[src/rtl/pipe_ctrl_pkg.sv]
// Shared types and constants for the pipeline controller: stall vector encoding,
// exception descriptor, PC redirect and controller state.
package pipe_ctrl_pkg;

    typedef logic reset_status_t;
    localparam reset_status_t RST_ENABLE = 1'b1;

    typedef logic [31:0] inst_addr_t;

    typedef struct packed {
        logic       en;
        inst_addr_t addr;
    } jump_t;

    // bit0 PC, bit1 IF, bit2 ID, bit3 EX, bit4 MEM, bit5 WB
    typedef logic [5:0] stall_t;

    typedef struct packed {
        logic       valid;
        logic       is_eret;
        logic [4:0] code;
    } excp_t;

    typedef enum logic {
        CTRL_RUN,
        CTRL_RECOVER
    } ctrl_state_t;

    localparam stall_t STALL_NONE     = 6'b000000;
    localparam stall_t STALL_FROM_IF  = 6'b000011;
    localparam stall_t STALL_FROM_ID  = 6'b000111;
    localparam stall_t STALL_FROM_EX  = 6'b001111;
    localparam stall_t STALL_FROM_MEM = 6'b011111;

    localparam inst_addr_t EXC_VECTOR_DEFAULT = 32'hBFC0_0380;

    // The deepest requester wins: freezing a later stage freezes everything upstream.
    function automatic stall_t encode_stall(input logic req_if, input logic req_id,
                                            input logic req_ex, input logic req_mem);
        if (req_mem)     return STALL_FROM_MEM;
        else if (req_ex) return STALL_FROM_EX;
        else if (req_id) return STALL_FROM_ID;
        else if (req_if) return STALL_FROM_IF;
        else             return STALL_NONE;
    endfunction

endpackage

[src/rtl/pipe_ctrl_watchdog.sv]
// Consecutive-stall watchdog: counts back-to-back stalled cycles and raises a
// sticky timeout flag once the count reaches WDOG_LIMIT.
module stall_watchdog #(
    parameter int unsigned WDOG_LIMIT = 1024
) (
    input  logic clk,
    input  logic rst,
    input  logic stall_active,
    output logic stall_timeout
);
    import pipe_ctrl_pkg::*;

    localparam int unsigned CNT_W = $clog2(WDOG_LIMIT + 1);
    localparam logic [CNT_W-1:0] LIMIT     = CNT_W'(WDOG_LIMIT);
    localparam logic [CNT_W-1:0] LIMIT_M1  = CNT_W'(WDOG_LIMIT - 1);

    logic [CNT_W-1:0] run_cnt;

    // NOTE: state is updated with non-blocking assignments so every register
    // samples the pre-edge values of its neighbours.
    always_ff @(posedge clk) begin
        if (rst == RST_ENABLE) begin
            run_cnt       <= '0;
            stall_timeout <= 1'b0;
        end else begin
            if (!stall_active)
                run_cnt <= '0;
            else if (run_cnt != LIMIT)
                run_cnt <= run_cnt + 1'b1;

            // This edge closes the WDOG_LIMIT-th consecutive stalled cycle.
            if (stall_active && run_cnt == LIMIT_M1)
                stall_timeout <= 1'b1;
        end
    end

endmodule

[src/rtl/pipe_ctrl.sv]
// Central pipeline controller: merges stage stall requests, sequences exception
// and ERET flushes with a masked recovery window, and tracks stall statistics.
module pipe_ctrl
    import pipe_ctrl_pkg::*;
#(
    parameter inst_addr_t  EXC_VECTOR     = EXC_VECTOR_DEFAULT,
    parameter int unsigned RECOVER_CYCLES = 2,
    parameter int unsigned WDOG_LIMIT     = 1024
) (
    input  logic          clk,
    input  reset_status_t rst,
    input  logic          stallreq_if,
    input  logic          stallreq_id,
    input  logic          stallreq_ex,
    input  logic          stallreq_mem,
    input  excp_t         mem_excp,
    input  inst_addr_t    cp0_epc,
    output stall_t        stall,
    output logic          flush,
    output jump_t         redirect,
    output logic [31:0]   stall_cycles,
    output logic          stall_timeout
);

    localparam logic [3:0] RECOVER_LOAD = 4'(RECOVER_CYCLES - 1);

    ctrl_state_t state, state_next;
    logic [3:0]  recover_cnt, recover_cnt_next;

    // The exception code is consumed by CP0, not by the flush sequencing.
    logic unused_code;
    assign unused_code = &{1'b0, mem_excp.code};

    // NOTE: every output and next-state signal gets a default before the case
    // so no path leaves a variable unassigned and no latch is inferred.
    always_comb begin
        stall            = encode_stall(stallreq_if, stallreq_id, stallreq_ex, stallreq_mem);
        flush            = 1'b0;
        redirect         = '0;
        state_next       = state;
        recover_cnt_next = recover_cnt;

        case (state)
            CTRL_RUN: begin
                if (mem_excp.valid) begin
                    // The exception drops any concurrent stall request.
                    stall            = STALL_NONE;
                    flush            = 1'b1;
                    redirect.en      = 1'b1;
                    redirect.addr    = mem_excp.is_eret ? cp0_epc : EXC_VECTOR;
                    state_next       = CTRL_RECOVER;
                    recover_cnt_next = RECOVER_LOAD;
                end
            end
            CTRL_RECOVER: begin
                if (recover_cnt == 4'd0)
                    state_next = CTRL_RUN;
                else
                    recover_cnt_next = recover_cnt - 4'd1;
            end
            default: state_next = CTRL_RUN;
        endcase

        if (rst == RST_ENABLE) begin
            stall    = STALL_NONE;
            flush    = 1'b0;
            redirect = '0;
        end
    end

    always_ff @(posedge clk) begin
        if (rst == RST_ENABLE) begin
            state        <= CTRL_RUN;
            recover_cnt  <= '0;
            stall_cycles <= '0;
        end else begin
            state       <= state_next;
            recover_cnt <= recover_cnt_next;
            if (stall != STALL_NONE && !flush && stall_cycles != 32'hFFFF_FFFF)
                stall_cycles <= stall_cycles + 32'd1;
        end
    end

    stall_watchdog #(
        .WDOG_LIMIT (WDOG_LIMIT)
    ) u_watchdog (
        .clk           (clk),
        .rst           (rst),
        .stall_active  (stall != STALL_NONE),
        .stall_timeout (stall_timeout)
    );

endmodule

[config.mk]
export PLATFORM = sky130hd
export DESIGN_NAME = pipe_ctrl
export DESIGN_NICKNAME = d
export VERILOG_FILES = /design/src/rtl/pipe_ctrl_pkg.sv /design/src/rtl/pipe_ctrl_watchdog.sv /design/src/rtl/pipe_ctrl.sv
export SDC_FILE = /design/constraint.sdc
export NUM_CORES = 1
export LEC_CHECK = 0
export BUFFER_PORTS_ARGS = -buffer_cell sky130_fd_sc_hd__buf_4
export CAP_MARGIN = 20
export CORE_MARGIN = 5
export CORE_UTILIZATION = 48
export DETAILED_ROUTE_END_ITERATION = 10
export PLACE_DENSITY = 0.9
export SYNTH_ARGS = -nofsm -noshare
export SYNTH_HDL_FRONTEND = slang
export SYNTH_SLANG_ARGS = --single-unit
[constraint.sdc]
create_clock -name clk -period 2.9 [get_ports clk]
set_input_delay 0 -clock clk [delete_from_list [all_inputs] [get_ports clk]]
set_output_delay 0 -clock clk [all_outputs]
set_load 0.05 [all_outputs]
Word level (Yosys, flattened, before mapping)
Index checks and enable logic that the tools add are counted.
{"block": "classes", "n_addsub": 3, "n_eq_ne": 5, "n_mux": 19, "bitwise_logic": 2, "reduce_logical": 8}
{"op": "33-bit 2-to-1 mux", "count": 3}
{"op": "32-bit by 1-bit adder with 32-bit output (second input constant)", "count": 1}
{"op": "32-bit 2-to-1 mux", "count": 1}
{"op": "32-bit inequality test (second input constant)", "count": 1}
{"op": "6-bit 2-to-1 mux", "count": 4}
{"op": "4-bit 2-to-1 mux", "count": 3}
{"op": "11-bit by 1-bit adder with 11-bit output (second input constant)", "count": 1}
{"op": "11-bit by 10-bit == test with 1-bit output (second input constant)", "count": 1}
{"op": "11-bit inequality test (second input constant)", "count": 1}
{"op": "4-bit case mux with 2 select lines", "count": 1}
{"op": "6-bit nonzero test", "count": 1}
{"op": "4-bit logical NOT", "count": 1}
{"op": "1-bit 2-to-1 mux", "count": 4}
{"op": "2-bit inequality test (second input constant)", "count": 2}
{"op": "4-bit by 1-bit subtractor with 4-bit output (second input constant)", "count": 1}
{"op": "1-bit logical AND", "count": 3}
{"op": "3-bit 2-to-1 mux", "count": 1}
{"op": "2-bit 2-to-1 mux", "count": 1}
{"op": "1-bit NOT", "count": 2}
{"op": "1-bit case mux with 2 select lines", "count": 1}
{"op": "2-bit AND reduction", "count": 1}
{"op": "2-bit OR reduction", "count": 1}
{"op": "1-bit logical NOT", "count": 1}
{"block": "word_totals", "reg_bits": 49}

Longest topological paths before layout
Gate-level depths: netlist (run 1).
{"block": "depth", "depth_word": 10, "depth_mapped": 7, "ltp_nobuf": 7}

Cells and area by module
Synthesis (run 1) repeated with hierarchy kept, for this count alone.
{"block": "unflattened", "cells_unflattened": 343, "area_unflattened_um2": 2866.5}
{"module": "pipe_ctrl", "instances": 1, "cells_per_inst": 274, "area_per_inst_um2": 2270.9, "seq_area_each_um2": 740.7}
{"module": "stall_watchdog", "instances": 1, "cells_per_inst": 69, "area_per_inst_um2": 595.6, "seq_area_each_um2": 240.2}

Least setup slack after synthesis (run 1)
OpenSTA, ideal clock, no wires.
{"block": "synth_path", "kind": "register -> register", "from": "reg stall_cycles[0]", "to": "reg stall_cycles[20]", "arrival_ns": 2.350, "required_time_ns": 2.756, "slack_ns": 0.407, "stages_incl_launch_ff": 8, "path_buffers": 1, "path_cell_list": "dfxtp_1 -> ha_1 -> and2_1 -> nand4_2 -> or3_1 -> clkbuf_1 -> o311ai_0 -> o31ai_1"}
{"block": "synth_via", "elab_chain_len": 2}
{"item": "start, declared", "line": "pipe_ctrl.sv:21", "source": "output logic [31:0] stall_cycles,"}
{"item": "start signal, assigned", "line": "pipe_ctrl.sv:80", "source": "stall_cycles <= stall_cycles + 32'd1;"}
{"item": "parallel branches: the longest is 2 deep, another holds 32-bit by 1-bit adder with 32-bit output"}
Parallel ways; which one is timed is not known.
A chain may end at the register's enable or synchronous reset.

Final worst setup path (run 1)
{"block": "layout_path", "from": "reg stall_cycles[0]", "to": "reg stall_cycles[22]"}
Same word-level chain as after synthesis.

==> metrics.md, run 1 <==
| Metric | Value |
|---|---|
| Final WL | 7484 um |
| Util after Layout | 66.64% |
| TritonCTS Sinks | 49 |
| Synth area leaders | dfxtp_1 36%, and3_1 7.2%, nor2_1 5.3%, a21oi_1 4.8%, or3_1 3.7% |
| CTS buffer count | 5 |
| Cells on worst reg2reg path | 6 |
| Router iterations before antenna repair | 4 |
| Initial antenna violation count | 0 |
| Post-CTS Setup Inserts | 0 |
| Sum Neg Setup Slack | 0 ps |
| Via count | 2871 |
| HP Class | in2reg |
| Worst Path Arrival | 2650 ps |
| Residual DRC | 0 |
| Clk buf depth | 2 |
| Vias/cell | 5.553 |
| FILL cells | 449 |
| Fmax | 415.4 MHz |
| Lkg Pwr | 0.001604 uW |
| Peak supply drop | 234.2 uV |
| Vias in the first global route | 2812 |
| Final setup viols | 0 |
| Mean Syn Cell Area | 7.980 um2 |
| Status | completed |
| Die height | 85.07 um |
| Cell Area, Synth | 2705 um2 |
| Post-Syn Instances | 339 |
| CP max FO | 15 |
| Detailed placement HPWL | 5693 um |
| DRT antenna net count | 0 |
| Starting DRC count in detailed routing | 140 |
| IO Pins | 118 |
| Most instantiated cells after synthesis | 49 x dfxtp_1, 38 x nor2_1, 31 x and3_1 |
| Core area | 5507 um2 |
| Layout cells sized above 1 | 30.11% |
| Cell row count | 27 |
| Port Buffers | 111 |
| Fin. Hold Viols | 0 |
| Worst Path Required | 3140 ps |
| Synth area leader | dfxtp_1 |
| Buf+Inv Stages, Crit Path | 0 |
| Ys Warns | 0 |
| Max Cap Violations | 0 |
| CTS tree | done |
| Critical path class | reg2reg |
| Post-CTS Resized | 0 |
| Pwr/cell area | 371.4 nW/um2 |
| Async SR Flop Fraction | 0% |
| Clock root cell | clkbuf_8 |
| Top cell type's share of synthesized area | 36.26% |
| Cell variety after synth | 41 |
| Slew Limit Fails | 0 |
| WP depth | 6 |
| Post-synth top flop | dfxtp_1 |
| P&R area growth vs syn | 35.66% |
| Hold depth | 3 |
| Worst-path clk slew | 90 ps |
| Post-layout minimum cycle time | 2408 ps |
| GRT Residual Overflow | 0 |
| Worst path slowest cell | or3_1 |
| Normalized max-slew margin | 47.90% |
| Die W | 85.07 um |
| Most frequent cell after synthesis | dfxtp_1 |
| RSZ-0062 raised after global routing | false |
| Measured slew at the worst slew-check pin | 774.9 ps |
| Total power | 1363 uW |
| Post-synthesis sequential area ratio | 36.26% |
| CTS H-tree depth | 2 |
| Wire per inst | 14.48 um |
| Final period utilization | 83.02% |
| Routability cong. | 0.8549 |
| Die area | 7237 um2 |
| Delay-heaviest family, CP | simple AND/OR/NAND/NOR gates |
| EDFF count, synth | 0 |
| Antenna cells | 0 |
| CP endpoint kind | flop |
| Clk_skew | 5.411 ps |
| Yosys reg bits | 49 |
| # hold bufs at CTS | 0 |
| Syn nets | 388 |
| Largest net degree at the start of global routing | 43 |
| Worst Setup Start Kind | flop |
| First-pass GRT wire length | 12430 um |
| Overall global routing resource usage | 20.55% |
| Fin nets | 493 |
| Crit-path max cell delay | 580 ps |
| Worst-Skew Late Latency | 310 ps |
| Initial Util | 49.13% |
| Crit-path cells | ha_1 -> and2_1 -> nand4_2 -> or3_1 -> or4_1 -> a21oi_1 |
## stage by stage
stage,hold slack [ps],instances,area (um2),setup WS [ps]
6_report,72.24,517,3670,492.4
3_3_place_gp,353.2,509,3583,617.8
2_1_floorplan,240.5,339,2705,406.7
4_1_cts,68.49,517,3670,470.1
5_1_grt,91.15,517,3670,328.3
3_5_place_dp,356.2,509,3583,543.4
## worst paths after layout
check	from	endpoint	slack (ps)
worst max-delay path	stall_cycles[0]	stall_cycles[22]	490
worst min-delay path	mem_excp[6]	state	70
worst max register to register	stall_cycles[0]	stall_cycles[22]	490
worst min register to register	u_watchdog.stall_timeout	u_watchdog.stall_timeout	500
## per-layer routing
| layer | GRT usage, % | part of all wire [%] | wire length (um) |
|---|---|---|---|
| met2 | 36.58 | 51 | 3786 |
| met4 | 6.187 | 1.8 | 134 |
| met3 | 6.408 | 8.5 | 639 |
| met1 | 23.38 | 39 | 2923 |
| met5 | 0 | 0 | 0 |
## cell type report
type | count | area, um2 | share of cell area, %
multi-input combinational | 262 | 1604 | 43.71
sequential | 49 | 980.9 | 26.73
timing repair buffer | 116 | 870.8 | 23.73
tap | 72 | 90.09 | 2.455
clock buffer | 5 | 68.82 | 1.875
inverter | 10 | 37.54 | 1.023
clock inverter | 3 | 17.52 | 0.4773
## tightest hold or removal path: stages
cell      delay (ps)
buf_4             80
nand2b_1         120
a21oi_1          140
## kinds of logic (layout without fill, tap and decap cells)
kind of cell | count (synthesis) | in the layout | share of synthesized area (%)
multiplexers | 8 | 8 | 3.284
AND/OR/NAND/NOR | 167 | 167 | 34.00
buffers and inverters | 28 | 134 | 4.440
other | 1 | 1 | 0.1386
XOR/XNOR | 13 | 13 | 4.209
adder cells (fa/ha/maj) | 4 | 4 | 1.850
AO/OA/AOI/OAI | 69 | 69 | 15.82
flip-flops | 49 | 49 | 36.26
## state kept, by name, summed over array words and instances (netlist names)
signal                    cells
recover_cnt                   4
stall_cycles                 32
state                         1
u_watchdog.run_cnt           11
u_watchdog.stall_timeout      1
## cell usage in the layout, fill, tap and decap left out, types with 7 or more instances in the layout
cell type  count
buf_4        116
dfxtp_1       49
nor2_1        38
and3_1        31
a21oi_1       26
nand2_1       17
or3_1         16
nand3_1       16
o21a_1        13
o21ai_0       13
inv_1         10
nand4_1        9
o31ai_1        9
xnor2_1        8
nor2b_1        7
nor4_1         7
mux2_2         7
## power by group
group | leakage [uW] | internal, uW | switching [uW]
Clock | 0.0000439 | 167 | 234
Combinational | 0.00116 | 98.5 | 172
Sequential | 0.000396 | 682 | 9.73
Total | 0.00160 | 947 | 416
Note: power is estimated with default switching activity, not from simulation.
==> run 2: changes to the inputs <==
--- a/config.mk
+++ b/config.mk
@@ -8,9 +8,9 @@
 export BUFFER_PORTS_ARGS = -buffer_cell sky130_fd_sc_hd__buf_4
 export CAP_MARGIN = 20
 export CORE_MARGIN = 5
-export CORE_UTILIZATION = 48
+export CORE_UTILIZATION = 43
 export DETAILED_ROUTE_END_ITERATION = 10
-export PLACE_DENSITY = 0.9
+export PLACE_DENSITY = 0.85
 export SYNTH_ARGS = -nofsm -noshare
 export SYNTH_HDL_FRONTEND = slang
 export SYNTH_SLANG_ARGS = --single-unit
==> constraint.sdc (replaced) <==
create_clock -name clk -period 2 [get_ports clk]
set_input_delay 0 -clock clk [delete_from_list [all_inputs] [get_ports clk]]
set_output_delay 0 -clock clk [all_outputs]
set_load 0.05 [all_outputs]
==> run 2 against run 1 <==
Clock power rose by 74%. Worst setup slack got worse by 480 ps. Maximum frequency rose by 21%. Hold slack improved by 86 ps. Die area rose by 10%. Count of clock-buffer cells in the layout rose by 1. Sequential cell count did not move. Critical path type unchanged. Highest routed layer unchanged.
==> metrics.md, run 2 (synthesis gave the netlist of run 1 again) <==
| Metric | Value |
|---|---|
| Lkg Pwr | 0.001783 uW |
| Register area | 1062 um2 |
| Slew Limit Fails | 0 |
| Buf+Inv Stages, Crit Path | 2 |
| Commonest cells after routing, fill and taps aside | 141 x buf_4, 38 x nor2_1, 31 x and3_1, 26 x a21oi_1, 20 x dfxtp_1 |
| Dpl cell area | 3918 um2 |
| Worst Path Required | 2240 ps |
| Final WL | 8272 um |
| Total internal power | 1499 uW |
| GRT Residual Overflow | 0 |
| Final WS setup | 12.17 ps |
| Overall global routing resource usage | 21.07% |
| DRT antenna net count | 0 |
| Crit-path max cell delay | 410 ps |
| Delay-heaviest family, CP | simple AND/OR/NAND/NOR gates |
| Die height | 89.32 um |
| Worst path slowest cell | or3_4 |
| Cell mode on critical path | or3_4 |
| Worst Setup Start Kind | flop |
| Clock root cell | clkbuf_8 |
| Vias in the first global route | 2999 |
| Residual DRC | 0 |
| Fmax | 503.1 MHz |
| Status | completed |
| RSZ-0062 raised after global routing | true |
| Router iterations before antenna repair | 4 |
| Total power | 2098 uW |
| Comb power frac | 20.0% |
| P&R area growth vs syn | 50.65% |
| FILL cells | 489 |
| Clk buf depth | 2 |
| Routability cong. | 0.8563 |
| Top reg by flops | stall_cycles |
| Psw | 599.3 uW |
| Layout cells sized above 1 | 42.62% |
| Fin. Hold Viols | 0 |
| Clock Power Share | 33.2% |
| Worst-path clk slew | 100 ps |
| Via count | 3035 |
| Wire per inst | 15.07 um |
| Post-layout minimum cycle time | 1988 ps |
| Initial Util | 44.89% |
| TritonCTS Sinks | 49 |
| Largest regs | stall_cycles: 32 flops, u_watchdog.run_cnt: 11 flops, recover_cnt: 4 flops |
| Antenna cells | 0 |
| Largest net degree at the start of global routing | 43 |
| Reg power frac | 46.8% |
| HP Class | in2reg |
| Final setup viols | 0 |
| Sw frac | 28.56% |
| Port Buffers | 111 |
| CTS buffer count | 5 |
| Clk_skew | 15.53 ps |
| CP endpoint kind | flop |
| Initial antenna violation count | 0 |
| Max Cap Violations | 0 |
| Commonest non-fill, non-tap cell in the layout | buf_4 |
| Starting DRC count in detailed routing | 183 |
| WP depth | 7 |
| Crit-path cells | nor2b_2 -> or3_4 -> buf_6 -> or3_4 -> buf_4 -> or3_1 -> a21oi_1 |
| CTS H-tree depth | 2 |
| Post-Place Setup Slack | -64.73 ps |
| Fin nets | 522 |
| Vias/cell | 5.528 |
| Final Cell Area | 4075 um2 |
| Worst Path Arrival | 2220 ps |
| Post-CTS Setup Inserts | 0 |
| Detailed placement HPWL | 6437 um |
| Die W | 89.32 um |
| Multi-input logic area | 1684 um2 |
| Die area | 7977 um2 |
| First-pass GRT wire length | 13310 um |
| Hold depth | 3 |
| Cells on worst reg2reg path | 7 |
| CP max FO | 6 |
| Sum Neg Setup Slack | 0 ps |
| # hold bufs at CTS | 0 |
| CTS tree | done |
| Pwr/cell area | 514.9 nW/um2 |
| Critical path class | reg2reg |
| Peak supply drop | 335.1 uV |
| IO Pins | 118 |
| Worst-Skew Late Latency | 310 ps |
| Cell row count | 28 |
| Final period utilization | 99.39% |
| Core area | 6026 um2 |
| Max reg flops | 32 |
[run 2: cell count changes in the layout (fill, tap and decap cells not counted), moves of 2 or more]
| cell | change |
|---|---|
| buf_4 | +25 |
| buf_6 | +2 |
| dfxtp_4 | +18 |
| dfxtp_1 | -29 |
| dfxtp_2 | +11 |
| or3_4 | +4 |
| or3_1 | -3 |
[run 2: worst register-to-register path: cells and delay by family (launching register included)]
kind                   cells  cell delay [ps]
buffers and inverters      2              310
and+or+nand+nor            4             1130
DFF                        1              340
AOI/OAI and AO/OA          1              140
[run 2: layer usage]
layer	part of all wire (%)	vias to the layer above	GRT usage, %
met5	0	-	0
met4	1.6	0	5.683
li1	-	1505	-
met1	39	1403	24.17
met3	8.8	12	7.281
met2	51	115	37.17
[run 2: power groups by stage]
stage / logic (uW) / registers [uW] / clock network, uW
2_1_floorplan: 242 / 1020 / 0
3_3_place_gp: 403 / 1000 / 0
3_5_place_dp: 415 / 1010 / 0
4_1_cts: 417 / 983 / 713
5_1_grt: 450 / 985 / 769
6_report: 419 / 983 / 696
[run 2: stage by stage]
stage	hold WS [ps]	util (%)	cells
floorplan	240.0	-	339
global placement	352.0	65.01	539
detailed placement	359.7	65.01	539
CTS	165.9	67.07	548
global route	226.7	67.63	549
finish	158.4	67.63	549
[run 2: final cells by class]
| cell class | count | area share [%] |
|---|---|---|
| flip-flops and latches | 49 | 26.07 |
| inverters | 10 | 1.013 |
| well taps | 75 | 2.303 |
| clock inverters | 2 | 0.8597 |
| clock buffers | 6 | 1.781 |
| repair buffers | 144 | 26.65 |
| multi-input cells | 263 | 41.33 |
[run 2: path summary, 6_finish.rpt]
| kind | from | to | slack, ps |
|---|---|---|---|
| max | state | stall_cycles[16] | 10 |
| min | mem_excp[6] | state | 160 |
| max reg2reg | state | stall_cycles[16] | 10 |
| min reg2reg | u_watchdog.stall_timeout | u_watchdog.stall_timeout | 490 |
[run 2: what timing repair did]
| action | CTS | global route |
|---|---|---|
| setup endpoints to repair | 5 | 13 |
| endpoints found under the hold margin | 0 | 0 |
| pin swaps | 2 | 1 |
| resized for setup | 3 | 7 |
| cloned | 1 | 1 |
==> run 3: changes to the inputs <==
--- a/config.mk
+++ b/config.mk
@@ -11,6 +11,7 @@
 export CORE_UTILIZATION = 43
 export DETAILED_ROUTE_END_ITERATION = 10
 export PLACE_DENSITY = 0.85
+export RECOVER_POWER = 50
 export SYNTH_ARGS = -nofsm -noshare
 export SYNTH_HDL_FRONTEND = slang
 export SYNTH_SLANG_ARGS = --single-unit
==> run 3 against run 2 <==
Sequential cell count stayed put. Non-clock buffer count unchanged. Sequential power about the same. Core utilization is 2.4 points lower. Count of clock-buffer cells in the layout did not move. Global-route usage unchanged. Worst setup slack got worse by 3.2 ps. Clock skew down 1.9 ps. Final cell count is the same. Register-to-register slack hardly changed. Maximum frequency down 0.16%. Critical path type unchanged. Critical endpoint unchanged. Largest power group unchanged.
==> metrics.md, run 3 (synthesis gave the netlist of run 1 again) <==
| Metric | Value |
|---|---|
| CTS H-tree depth | 2 |
| Crit-path max cell delay | 410 ps |
| DRT antenna net count | 0 |
| Reg2reg end | stall_cycles[16] |
| Via count | 3048 |
| Overall global routing resource usage | 21.07% |
| Lkg Pwr | 0.001628 uW |
| Total power | 2088 uW |
| R2R setup slack | 9 ps |
| Max reg flops | 32 |
| Antenna cells | 0 |
| CTS buffer count | 5 |
| Layout cells sized above 1 | 35.02% |
| Worst Path Required | 2240 ps |
| Final setup viols | 0 |
| Buf+Inv Stages, Crit Path | 2 |
| P&R area growth vs syn | 45.28% |
| Wire per inst | 15.06 um |
| IO Pins | 118 |
| Delay-heaviest family, CP | simple AND/OR/NAND/NOR gates |
| Top reg by flops | stall_cycles |
| Max Cap Violations | 0 |
| Commonest cells after routing, fill and taps aside | 100 x buf_4, 38 x nor2_1, 37 x clkbuf_1, 31 x and3_1, 26 x a21oi_1 |
| Cells on worst reg2reg path | 7 |
| Detailed placement HPWL | 6437 um |
| TritonCTS Sinks | 49 |
| Worst Setup Start Kind | flop |
| Reg2reg start | state |
| Final WL | 8268 um |
| Worst-path clk slew | 100 ps |
| Die W | 89.32 um |
| Clk buf depth | 2 |
| Cell mode on critical path | or3_4 |
| CP max FO | 6 |
| CP endpoint kind | flop |
| Largest regs | stall_cycles: 32 flops, u_watchdog.run_cnt: 11 flops, recover_cnt: 4 flops |
| Core area | 6026 um2 |
| Fin nets | 522 |
| Initial antenna violation count | 0 |
| CTS tree | done |
| Worst hold start | mem_excp[6] |
| Router iterations before antenna repair | 5 |
| Normalized max-slew margin | 58.11% |
| Residual DRC | 0 |
| RSZ-0062 raised after global routing | true |
| Commonest non-fill, non-tap cell in the layout | buf_4 |
| Slew Limit Fails | 0 |
| Status | completed |
| Sum Neg Setup Slack | 0 ps |
| Worst Path Arrival | 2230 ps |
| Fmax | 502.3 MHz |
| First-pass GRT wire length | 13310 um |
| Post-layout minimum cycle time | 1991 ps |
| HP Class | in2reg |
| Die area | 7977 um2 |
| Fin. Hold Viols | 0 |
| Hold depth | 3 |
| Worst-Skew Late Latency | 310 ps |
| Routability cong. | 0.8563 |
| Starting DRC count in detailed routing | 189 |
| Final period utilization | 99.55% |
| Clock root cell | clkbuf_8 |
| Pwr/cell area | 531.3 nW/um2 |
| Hold endpoint | state |
| Peak supply drop | 333.3 uV |
| Largest net degree at the start of global routing | 43 |
| GRT Residual Overflow | 0 |
| Post-CTS Setup Inserts | 0 |
| Vias/cell | 5.552 |
| Clk_skew | 13.68 ps |
| Measured slew at the worst slew-check pin | 631.1 ps |
| Die height | 89.32 um |
| Initial Util | 44.89% |
| Critical path class | reg2reg |
| Vias in the first global route | 2999 |
| Crit-path cells | nor2b_2 -> or3_4 -> buf_6 -> or3_4 -> buf_4 -> or3_1 -> a21oi_1 |
| Cell row count | 28 |
| Port Buffers | 111 |
| Worst path slowest cell | or3_4 |
==> run 3: cell count changes in the layout (fill, tap and decap cells not counted), sizes merged <==
cell	previous run	this run
clkbuf	6	47
buf	144	103
==> run 3: worst max-delay path by stage <==
stage,to,startpoint,slack [ps],cells past startpoint
floorplan,stall_cycles[21],stall_cycles[2],-100,7
global placement,stall_cycles[23],state,30,6
detailed placement,stall_cycles[21],state,-60,6
CTS,stall_cycles[16],state,6,7
global route,stall_cycles[16],state,-40,7
finish,stall_cycles[16],state,9,7
==> run 3: timing repair <==
item,CTS,global route
hold buffers,0,0
pin swaps,2,1
gates cloned,1,1
setup endpoints to repair,5,13
gates resized for setup,3,7
endpoints found under the hold margin,0,0
==> run 3: cell type report <==
class                   count  area (um2)
well taps                  75       93.84
repair buffers            144       940.9
multi-input cells         263        1684
inverters                  10       41.29
fillers                   530        2096
flip-flops and latches     49        1062
clock buffers               6       72.57
clock inverters             2       35.03
==> run 3: worst register-to-register path: cells and delay by family (launching register included) <==
family	cells	cell delay, ps
AO/OA/AOI/OAI	1	140
buffers and inverters	2	310
AND/OR/NAND/NOR	4	1130
flip-flops	1	340
==> run 3: routing by layer <==
metal / vias to the layer above / track usage, % / part of all wire [%]
met5: - / 0 / 0
met2: 114 / 37.17 / 52
met3: 10 / 7.281 / 8.0
met4: 0 / 5.683 / 1.5
met1: 1415 / 24.17 / 39
li1: 1509 / - / -
==> run 3: power breakdown <==
group,switching (uW),internal [uW],total (uW)
Combinational,258,150,408
Clock,325,371,697
Sequential,15.8,967,983
==> run 3: through the flow <==
stage	std cells	util, %	hold slack (ps)	cell area, um2	setup slack [ps]
2_1_floorplan	339	-	240.0	2855	-104.9
3_3_place_gp	539	65.01	352.0	3918	26.83
3_5_place_dp	539	65.01	359.7	3918	-64.73
4_1_cts	548	67.07	165.9	4041	6.422
5_1_grt	549	65.22	237.8	3930	-40.03
6_report	549	65.22	175.6	3930	9.006
